--- config.mk ---
export PLATFORM = sky130hd
export DESIGN_NAME = cam_capture_ctrl
export DESIGN_NICKNAME = d
export VERILOG_FILES = /design/src/rtl/cam_pkg.sv /design/src/rtl/cam_byte_pack.sv /design/src/rtl/cam_capture_ctrl.sv
export SDC_FILE = /design/constraint.sdc
export NUM_CORES = 1
export LEC_CHECK = 0
export CAP_MARGIN = 20
export CORE_MARGIN = 10
export CORE_UTILIZATION = 45
export DETAILED_ROUTE_END_ITERATION = 16
export PLACE_DENSITY = 0.69
export SYNTH_ARGS = -nofsm -noshare
export SYNTH_HDL_FRONTEND = slang
export SYNTH_SLANG_ARGS = --single-unit
--- constraint.sdc ---
create_clock -name clk -period 2.9 [get_ports clk]
set_clock_uncertainty 0.2 [all_clocks]
set_input_delay 0.29 -clock clk [delete_from_list [all_inputs] [get_ports clk]]
set_output_delay 0.29 -clock clk [all_outputs]
set_load 0.1 [all_outputs]
--- src/rtl/cam_pkg.sv ---
// cam_pkg: shared types and constants for the camera frame-buffer write side.
//   cam_state_t   - capture sequencer states
//   CAM_WIDTH     - stored pixels per line
//   CAM_HEIGHT    - stored lines per frame
//   CAM_ADDR_W    - frame RAM address width
//   cam_pack_addr - {x, y} address layout, also decoded by the VGA read side
package cam_pkg;

  typedef enum logic [1:0] {
    SYNC   = 2'd0,
    ACTIVE = 2'd1,
    HOLD   = 2'd2
  } cam_state_t;

  localparam int unsigned CAM_WIDTH  = 160;
  localparam int unsigned CAM_HEIGHT = 120;
  localparam int unsigned CAM_ADDR_W = 15;

  function automatic logic [CAM_ADDR_W-1:0] cam_pack_addr(input logic [7:0] x,
                                                          input logic [6:0] y);
    return {x, y};
  endfunction

endpackage

--- src/rtl/cam_byte_pack.sv ---
// cam_byte_pack: input register stage, href/vref edge detection and pairing
// of camera bytes into 16-bit RGB565 pixels.
//   clk, reset_n  - clock, synchronous active-low reset
//   pix_en        - camera byte strobe
//   href, vref    - line valid / vertical blank
//   digital       - camera byte
//   active        - sequencer is capturing; phase is held at 0 otherwise
//   pix_valid     - registered-stage byte completes a pixel this cycle
//   pix_data      - completed pixel {first byte, second byte}
//   href_fall, vref_rise, vref_fall - edges of the registered qualifiers
module cam_byte_pack (
  input  logic        clk,
  input  logic        reset_n,
  input  logic        pix_en,
  input  logic        href,
  input  logic        vref,
  input  logic [7:0]  digital,
  input  logic        active,
  output logic        pix_valid,
  output logic [15:0] pix_data,
  output logic        href_fall,
  output logic        vref_rise,
  output logic        vref_fall
);

  logic       href_r, href_q;
  logic       vref_r, vref_q;
  logic       pix_en_r;
  logic [7:0] data_r;
  logic [7:0] hi_byte;
  logic       phase;

  always_ff @(posedge clk) begin
    if (!reset_n) begin
      href_r   <= 1'b0;
      href_q   <= 1'b0;
      vref_r   <= 1'b0;
      vref_q   <= 1'b0;
      pix_en_r <= 1'b0;
      data_r   <= '0;
      hi_byte  <= '0;
      phase    <= 1'b0;
    end else begin
      href_r   <= href;
      href_q   <= href_r;
      vref_r   <= vref;
      vref_q   <= vref_r;
      pix_en_r <= pix_en;
      data_r   <= digital;
      // Clearing on href fall drops an odd trailing byte of the line.
      if (!active || href_fall) begin
        phase <= 1'b0;
      end else if (href_r && pix_en_r) begin
        phase <= ~phase;
        if (!phase) hi_byte <= data_r;
      end
    end
  end

  assign href_fall = href_q & ~href_r;
  assign vref_rise = vref_r & ~vref_q;
  assign vref_fall = vref_q & ~vref_r;
  assign pix_valid = active & href_r & pix_en_r & phase;
  assign pix_data  = {hi_byte, data_r};

endmodule

--- src/rtl/cam_capture_ctrl.sv ---
// cam_capture_ctrl: write-side sequencer for the camera frame buffer.
// Pairs camera bytes into RGB565 pixels, decimates by DECIM in both axes and
// drives the frame RAM write port with address {x[7:0], y[6:0]}.
//   clk, reset_n          - clock, synchronous active-low reset
//   pix_en, href, vref    - camera byte strobe, line valid, vertical blank
//   digital               - camera byte
//   pixel, wraddr, wren   - frame RAM write port (registered)
//   frame_done, frame_cnt - end-of-frame pulse, completed frame count
//   snap_req, snap_ack    - single-frame snapshot handshake
// Optional feature macro: CAM_SNAPSHOT_EN (snapshot/HOLD support). Without
// it, capture is continuous, snap_req is ignored and snap_ack is 0.
module cam_capture_ctrl
  import cam_pkg::*;
#(
  parameter int unsigned WIDTH  = CAM_WIDTH,
  parameter int unsigned HEIGHT = CAM_HEIGHT,
  parameter int unsigned DECIM  = 4
) (
  input  logic                  clk,
  input  logic                  reset_n,
  input  logic                  pix_en,
  input  logic                  href,
  input  logic                  vref,
  input  logic [7:0]            digital,
  output logic [15:0]           pixel,
  output logic [CAM_ADDR_W-1:0] wraddr,
  output logic                  wren,
  output logic                  frame_done,
  output logic [7:0]            frame_cnt,
  input  logic                  snap_req,
  output logic                  snap_ack
);

  localparam logic [9:0] COL_MASK  = 10'(DECIM - 1);
  localparam logic [8:0] LINE_MASK = 9'(DECIM - 1);
  localparam logic [7:0] X_LIM     = 8'(WIDTH);
  localparam logic [6:0] Y_LIM     = 7'(HEIGHT);

  cam_state_t  state, state_next;
  logic        active;
  logic        pix_valid;
  logic [15:0] pix_data;
  logic        href_fall, vref_rise, vref_fall;
  logic [9:0]  raw_col;
  logic [8:0]  raw_line;
  logic [7:0]  x;
  logic [6:0]  y;
  logic        line_kept;
  logic        keep;

  assign active = (state == ACTIVE);

  cam_byte_pack u_pack (
    .clk       (clk),
    .reset_n   (reset_n),
    .pix_en    (pix_en),
    .href      (href),
    .vref      (vref),
    .digital   (digital),
    .active    (active),
    .pix_valid (pix_valid),
    .pix_data  (pix_data),
    .href_fall (href_fall),
    .vref_rise (vref_rise),
    .vref_fall (vref_fall)
  );

`ifdef CAM_SNAPSHOT_EN
  logic armed;
  logic snap_frame;

  // A request only counts for a frame that starts after it was seen.
  always_ff @(posedge clk) begin
    if (!reset_n) begin
      armed      <= 1'b0;
      snap_frame <= 1'b0;
    end else begin
      if (state != HOLD && snap_req) armed <= 1'b1;
      if (state == SYNC && vref_fall) snap_frame <= armed | snap_req;
      if (active && vref_rise && snap_frame) begin
        armed      <= 1'b0;
        snap_frame <= 1'b0;
      end
    end
  end

  assign snap_ack = (state == HOLD);
`else
  logic unused_snap_req;
  assign unused_snap_req = snap_req;
  assign snap_ack        = 1'b0;
`endif

  always_ff @(posedge clk) begin
    if (!reset_n) state <= SYNC;
    else          state <= state_next;
  end

  always_comb begin
    state_next = state;
    case (state)
      SYNC:   if (vref_fall) state_next = ACTIVE;
      ACTIVE: if (vref_rise) begin
`ifdef CAM_SNAPSHOT_EN
        state_next = snap_frame ? HOLD : SYNC;
`else
        state_next = SYNC;
`endif
      end
`ifdef CAM_SNAPSHOT_EN
      HOLD:   if (!snap_req) state_next = SYNC;
`endif
      default: state_next = SYNC;
    endcase
  end

  assign line_kept = ((raw_line & LINE_MASK) == '0);
  assign keep      = ((raw_col & COL_MASK) == '0) && line_kept &&
                     (x < X_LIM) && (y < Y_LIM);

  always_ff @(posedge clk) begin
    if (!reset_n) begin
      pixel      <= '0;
      wraddr     <= '0;
      wren       <= 1'b0;
      frame_done <= 1'b0;
      frame_cnt  <= '0;
      raw_col    <= '0;
      raw_line   <= '0;
      x          <= '0;
      y          <= '0;
    end else begin
      wren       <= 1'b0;
      frame_done <= 1'b0;
      if (state == SYNC && vref_fall) begin
        raw_col  <= '0;
        raw_line <= '0;
        x        <= '0;
        y        <= '0;
      end
      // A vref rise wins over a pixel completing in the same cycle.
      if (active && vref_rise) begin
        frame_done <= 1'b1;
        frame_cnt  <= frame_cnt + 8'd1;
      end else if (active) begin
        if (pix_valid) begin
          raw_col <= raw_col + 10'd1;
          if (keep) begin
            wren   <= 1'b1;
            pixel  <= pix_data;
            wraddr <= cam_pack_addr(x, y);
            x      <= x + 8'd1;
          end
        end
        if (href_fall) begin
          raw_col  <= '0;
          x        <= '0;
          raw_line <= raw_line + 9'd1;
          if (line_kept && y < Y_LIM) y <= y + 7'd1;
        end
      end
    end
  end

endmodule
==> Word-level counts from Yosys, hierarchy flattened <==
Index checks and enable logic that the tools add are counted.
{ "classes": {"bitwise_logic": 15, "n_eq_ne": 3, "n_reduce_logical": 17, "add_sub_neg": 5, "n_lt_le_gt_ge": 2, "n_mux": 25} }
{ "op_table": {"columns": ["operator", "count"], "rows": [
  ["10-bit two-way mux", 5],
  ["8-bit two-way mux", 6],
  ["9-bit two-way mux", 4],
  ["7-bit two-way mux", 5],
  ["8-bit by 1-bit adder with 8-bit output (second input constant)", 2],
  ["10-bit by 1-bit adder with 10-bit output (second input constant)", 1],
  ["10-bit zero test", 1],
  ["9-bit by 1-bit adder with 9-bit output (second input constant)", 1],
  ["9-bit zero test", 1],
  ["1-bit NOT", 9],
  ["8-bit less-than comparator (second input constant)", 1],
  ["7-bit by 1-bit adder with 7-bit output (second input constant)", 1],
  ["1-bit logical AND", 7],
  ["7-bit less-than comparator (second input constant)", 1],
  ["1-bit AND", 6],
  ["2-bit two-way mux", 2],
  ["2-bit one-hot mux with 2 select lines", 1],
  ["4-bit AND reduction", 1],
  ["4-bit OR reduction", 1],
  ["3-bit AND reduction", 1],
  ["2-bit by 1-bit == test with 1-bit output (second input constant)", 1],
  ["2-bit zero test", 1],
  ["1-bit two-way mux", 2],
  ["2-bit by 1-bit != test with 1-bit output (second input constant)", 1],
  ["5 further kinds", 5]
]} }
{ "totals": {"out_inout_bits": 42, "in_bits": 14, "reg_bits": 99, "wordCells": 85} }

==> Longest topological paths before layout <==
{ "logic_depth": {"depth_word": 9, "ltp_mapped": 8, "ltp_nobuf": 6} }

==> Hierarchy <==
Synthesis repeated with hierarchy kept, for this count alone.
{ "hier_totals": {"hier_cells": 395, "hier_area_um2": 3470.8} }
{ "modules_own_cells": {"columns": ["module", "n_inst", "cells_each", "area_per_inst_um2", "seq_area_each_um2"], "rows": [
  ["cam_capture_ctrl", 1, 323, 2721.4, 1221.2],
  ["cam_byte_pack", 1, 72, 749.5, 440.4]
]} }

==> Worst setup path before layout <==
OpenSTA, ideal clock, no wires.
{ "synth_path": {"path_type": "register -> register", "start": "register frame_cnt[0]", "end": "register frame_cnt[6]", "synth_period_minus_slack_ps": 2113, "n_path_buf": 0, "setup_time_ps": 70, "t_arrival_ps": 1843, "path_slack_ps": 787, "stages_incl_launch_ff": 5, "cell_sequence": "dfxtp_1 -> ha_1 -> nand3_1 -> or3_1 -> a21oi_1"} }
{ "synth_between": {"elab_chain_cells": 1} }
{ "synth_rtl": {"columns": ["item", "line_no", "source"], "rows": [
  ["start: declaration", "cam_capture_ctrl.sv:29", "output logic [7:0] frame_cnt,"],
  ["start signal: assignment", "cam_capture_ctrl.sv:144", "frame_cnt <= frame_cnt + 8'd1;"],
  ["8-bit by 1-bit adder with 8-bit output", "cam_capture_ctrl.sv:144", null]
]} }
Every way passes these cells.
A chain may end at the register's enable or synchronous reset.

==> Worst setup path in the final report <==
{ "layout_path": {"start": "register state[0]", "end": "register x[3]"} }
{ "layout_between": {"elab_chain_cells": 8} }
{ "layout_rtl": {"columns": ["item", "line_no", "source"], "rows": [
  ["start: declaration", "cam_capture_ctrl.sv:39", "cam_state_t state, state_next;"],
  ["start signal: assignment", "cam_capture_ctrl.sv:96", "else state <= state_next;"],
  ["2-bit by 1-bit == test with 1-bit output / 2-bit zero test (equally long branches)", "cam_capture_ctrl.sv:51, cam_capture_ctrl.sv:135", null],
  ["1-bit AND / 1-bit logical AND (equally long branches)", "cam_byte_pack.sv:63, cam_capture_ctrl.sv:135", null],
  ["1-bit AND / 8-bit two-way mux (equally long branches)", "cam_byte_pack.sv:63, cam_capture_ctrl.sv:135", null],
  ["1-bit AND / 8-bit two-way mux (equally long branches)", "cam_byte_pack.sv:63, cam_capture_ctrl.sv:148", null],
  ["8-bit two-way mux", "cam_capture_ctrl.sv:146", "if (pix_valid) begin"],
  ["8-bit two-way mux", "cam_capture_ctrl.sv:155", "if (href_fall) begin"],
  ["8-bit two-way mux", "cam_capture_ctrl.sv:145", "end else if (active) begin"],
  ["8-bit two-way mux *", "cam_capture_ctrl.sv:142", "if (active && vref_rise) begin"],
  ["end signal: assignment", "cam_capture_ctrl.sv:152", "x <= x + 8'd1;"],
  ["end: declaration", "cam_capture_ctrl.sv:46", "logic [7:0] x;"]
]} }
Mark *: on every way between the ends. The rest lies on a longest branch, timed or not.

==> key figures <==
Outcome
  – Status: finished, final reports clean

Logic synthesis
  – Post-synth EDFFs: 0
  – Syn Nets: 409
  – Dominant cell type by area after synthesis: dfxtp_1
  – Warnings from Yosys: 0
  – Mapped cell area: 0.00333 sq mm
  – Sequential-to-total area share from yosys stat: 49.9%
  – Share of the synthesized area in the top cell type: 49.9%
  – Synth Instances: 390
  – Post-Synthesis Mean Instance Area: 8.53 sq um
  – Synth top area cells: dfxtp_1 (50%), a21oi_1 (7.7%), nand3_1 (7.4%), o21ai_1 (5.3%), nand2_1 (3.6%)
  – Synth cell types: 44
  – Post-synthesis register bit count: 83
  – Primary FF master, synth: dfxtp_1
  – Async set or reset register ratio after synthesis: 0%

Die
  – Starting Density: 46.1%
  – Top-Level Pins: 56
  – Die X: 106 um
  – Core Box Area: 0.00721 sq mm
  – Chip Height: 106 um
  – FP Rows: 31
  – Full die area: 0.0112 sq mm

Layout
  – Commonest cells after routing, fill and taps aside: dfxtp_1 (83), buf_4 (52), a21oi_1 (51)
  – Reg area: 0.00166 sq mm
  – Fillcell total: 694
  – Multi-input gate area: 0.00152 sq mm
  – Ant diodes: 0
  – Commonest non-fill, non-tap cell in the layout: dfxtp_1
  – Fin area: 0.00408 sq mm
  – Layout cells sized above 1: 16.7%
  – Layout Cells excl Fill: 542
  – Area Overhead vs Synth: 22.6%
  – Final core utilization: 56.6%
  – # nets final: 457

Clock network
  – CTS tree: yes
  – Root Driver: clkbuf_8
  – CTS clk-pin slew, worst paths: 0.08 ns
  – Sink Count: 83
  – Hold-fix buffers, CTS: 0
  – Post CTS Setup Buffer Count: 0
  – Bufs on Longest Clock Path: 2
  – CTS Buf Count: 9
  – H-tree Lvls: 3
  – Worst-Skew Late Latency: 0.36 ns
  – Post-cts resize count: 0

Placed design
  – GP Congestion: 0.839
  – PortBufs: 53
  – Detailed Place HPWL: 5.52 mm
  – Dpl cells: 526
  – Placed cell areas: 0.00386 sq mm

Timing
  – RSZ-0062 raised after global routing: no
  – Fin crit period: 2.19 ns
  – Final setup viols: 0
  – Slew @ Worst Pin: 0.834 ns
  – Fmax: 457 MHz
  – Max-slew violation count: 0
  – Period utilization: 75.5%
  – Setup TNS: 0 ns
  – Relative slew slack: 44.4%
  – Final count of hold timing violations: 0

Drt
  – Drt via density: 5.47
  – Drt pass-1 iters: 5
  – Routed via count: 2966
  – Drt drc: 0
  – Initial drt markers: 146
  – Routed WL per cell: 14.2 um
  – Antenna Nets Post-Route: 0
  – Total Wirelength: 7.68 mm

Setup path
  – WP data required: 2.98 ns
  – Crit Path Max Fanout: 12
  – Crit path depth: 4
  – Crit-path max cell delay: 0.56 ns
  – Arrival @ worst endpoint: 2.27 ns
  – Reg2Reg Depth: 4
  – Crit-path cells: and4_4 > and4_1 > nand3_1 > o31ai_1
  – Buf/Inv on CP: 0
  – Critical Path Sink Type: flop
  – Worst Setup Start Kind: flop
  – Top Family by Delay on Critical Path: simple AND/OR/NAND/NOR gates
  – Worst setup path class: flop to flop
  – CP max-delay cell: dfxtp_1

Worst hold path
  – Hold WC Path Type: flop to flop
  – Worst Hold Path Cells: 2

Global route
  – First-pass GRT wire length: 12.9 mm
  – Vias in the first global route: 2714
  – Initial antenna violation count: 0
  – GRT overflow: 0
  – GRT Overall Usage: 13.5%
  – Largest net degree at the start of global routing: 33

Run
  – Max-cap violations: 0

Power
  – Power Total: 2.17 mW
  – Leak Pwr: 1.45 nW
  – Cell area power density: 531 mW/mm^2
  – Peak supply drop: 238 uV
cell usage after synthesis, types with 4 or more instances:
cell,instances
nand4_1,7
o21ai_1,35
clkbuf_1,18
buf_2,6
a21oi_1,51
dfxtp_1,83
a311oi_1,5
ha_1,5
and2_1,16
o21ai_0,4
inv_1,8
o311ai_1,4
nand3_1,49
or3_1,5
nor2_1,11
nand2_1,32
final cells by class:
class / count / share of cell area (%)
well taps: 99 / 3.04
clock inverters: 7 / 2.45
repair buffers: 64 / 12.5
inverters: 10 / 0.920
multi-input cells: 270 / 37.3
flip-flops and latches: 83 / 40.7
clock buffers: 9 / 3.04
per-stage QoR:
step,worst slack (ns),hold slack (ns)
2_1_floorplan,0.787,0.217
3_3_place_gp,0.727,0.241
3_5_place_dp,0.723,0.247
4_1_cts,0.711,0.259
5_1_grt,0.485,0.276
6_report,0.710,0.256
state kept, by name, indices dropped and copies added (netlist names), 7 cells and up:
| register | flops |
|---|---|
| pixel | 16 |
| wraddr | 15 |
| frame_cnt | 8 |
| u_pack.data_r | 8 |
| u_pack.hi_byte | 8 |
| x | 8 |
| y | 7 |
logic make-up after synthesis:
| kind of cell | share of synthesized area [%] |
|---|---|
| mux | 0.301 |
| flops | 49.9 |
| compound gates | 18.8 |
| fa+ha+maj | 1.88 |
| buf+inv | 4.51 |
| xor+xnor | 1.58 |
| simple gates | 22.9 |
| other cells | 0.113 |
worst min-delay path, delay by kind of cell (launching register included):
family	cells	cell delay, ns
AND/OR/NAND/NOR	1	0.05
AO/OA/AOI/OAI	1	0.05
flip-flops	1	0.32
report_power, final:
part | switching [mW] | total, mW | internal, mW
sequential | 0.00930 | 1.16 | 1.15
clock | 0.431 | 0.923 | 0.492
combinational | 0.0555 | 0.0856 | 0.0301
total | 0.496 | 2.17 | 1.67
final timing paths:
check,from,endpoint,slack (ns)
worst min register to register,u_pack.data_r[0],u_pack.hi_byte[0],0.26
worst max-delay path,state[0],x[3],0.71
worst max register to register,state[0],x[3],0.71
worst min-delay path,u_pack.data_r[0],u_pack.hi_byte[0],0.26
per-layer routing:
layer	part of all wire [%]	GRT usage, %	vias up
li1	-	-	1490
met1	47	17.4	1376
met2	44	20.7	84
met3	6.1	3.62	16
met4	2.0	6.19	0
met5	0	0	-
(Power assumes the default switching activity.)
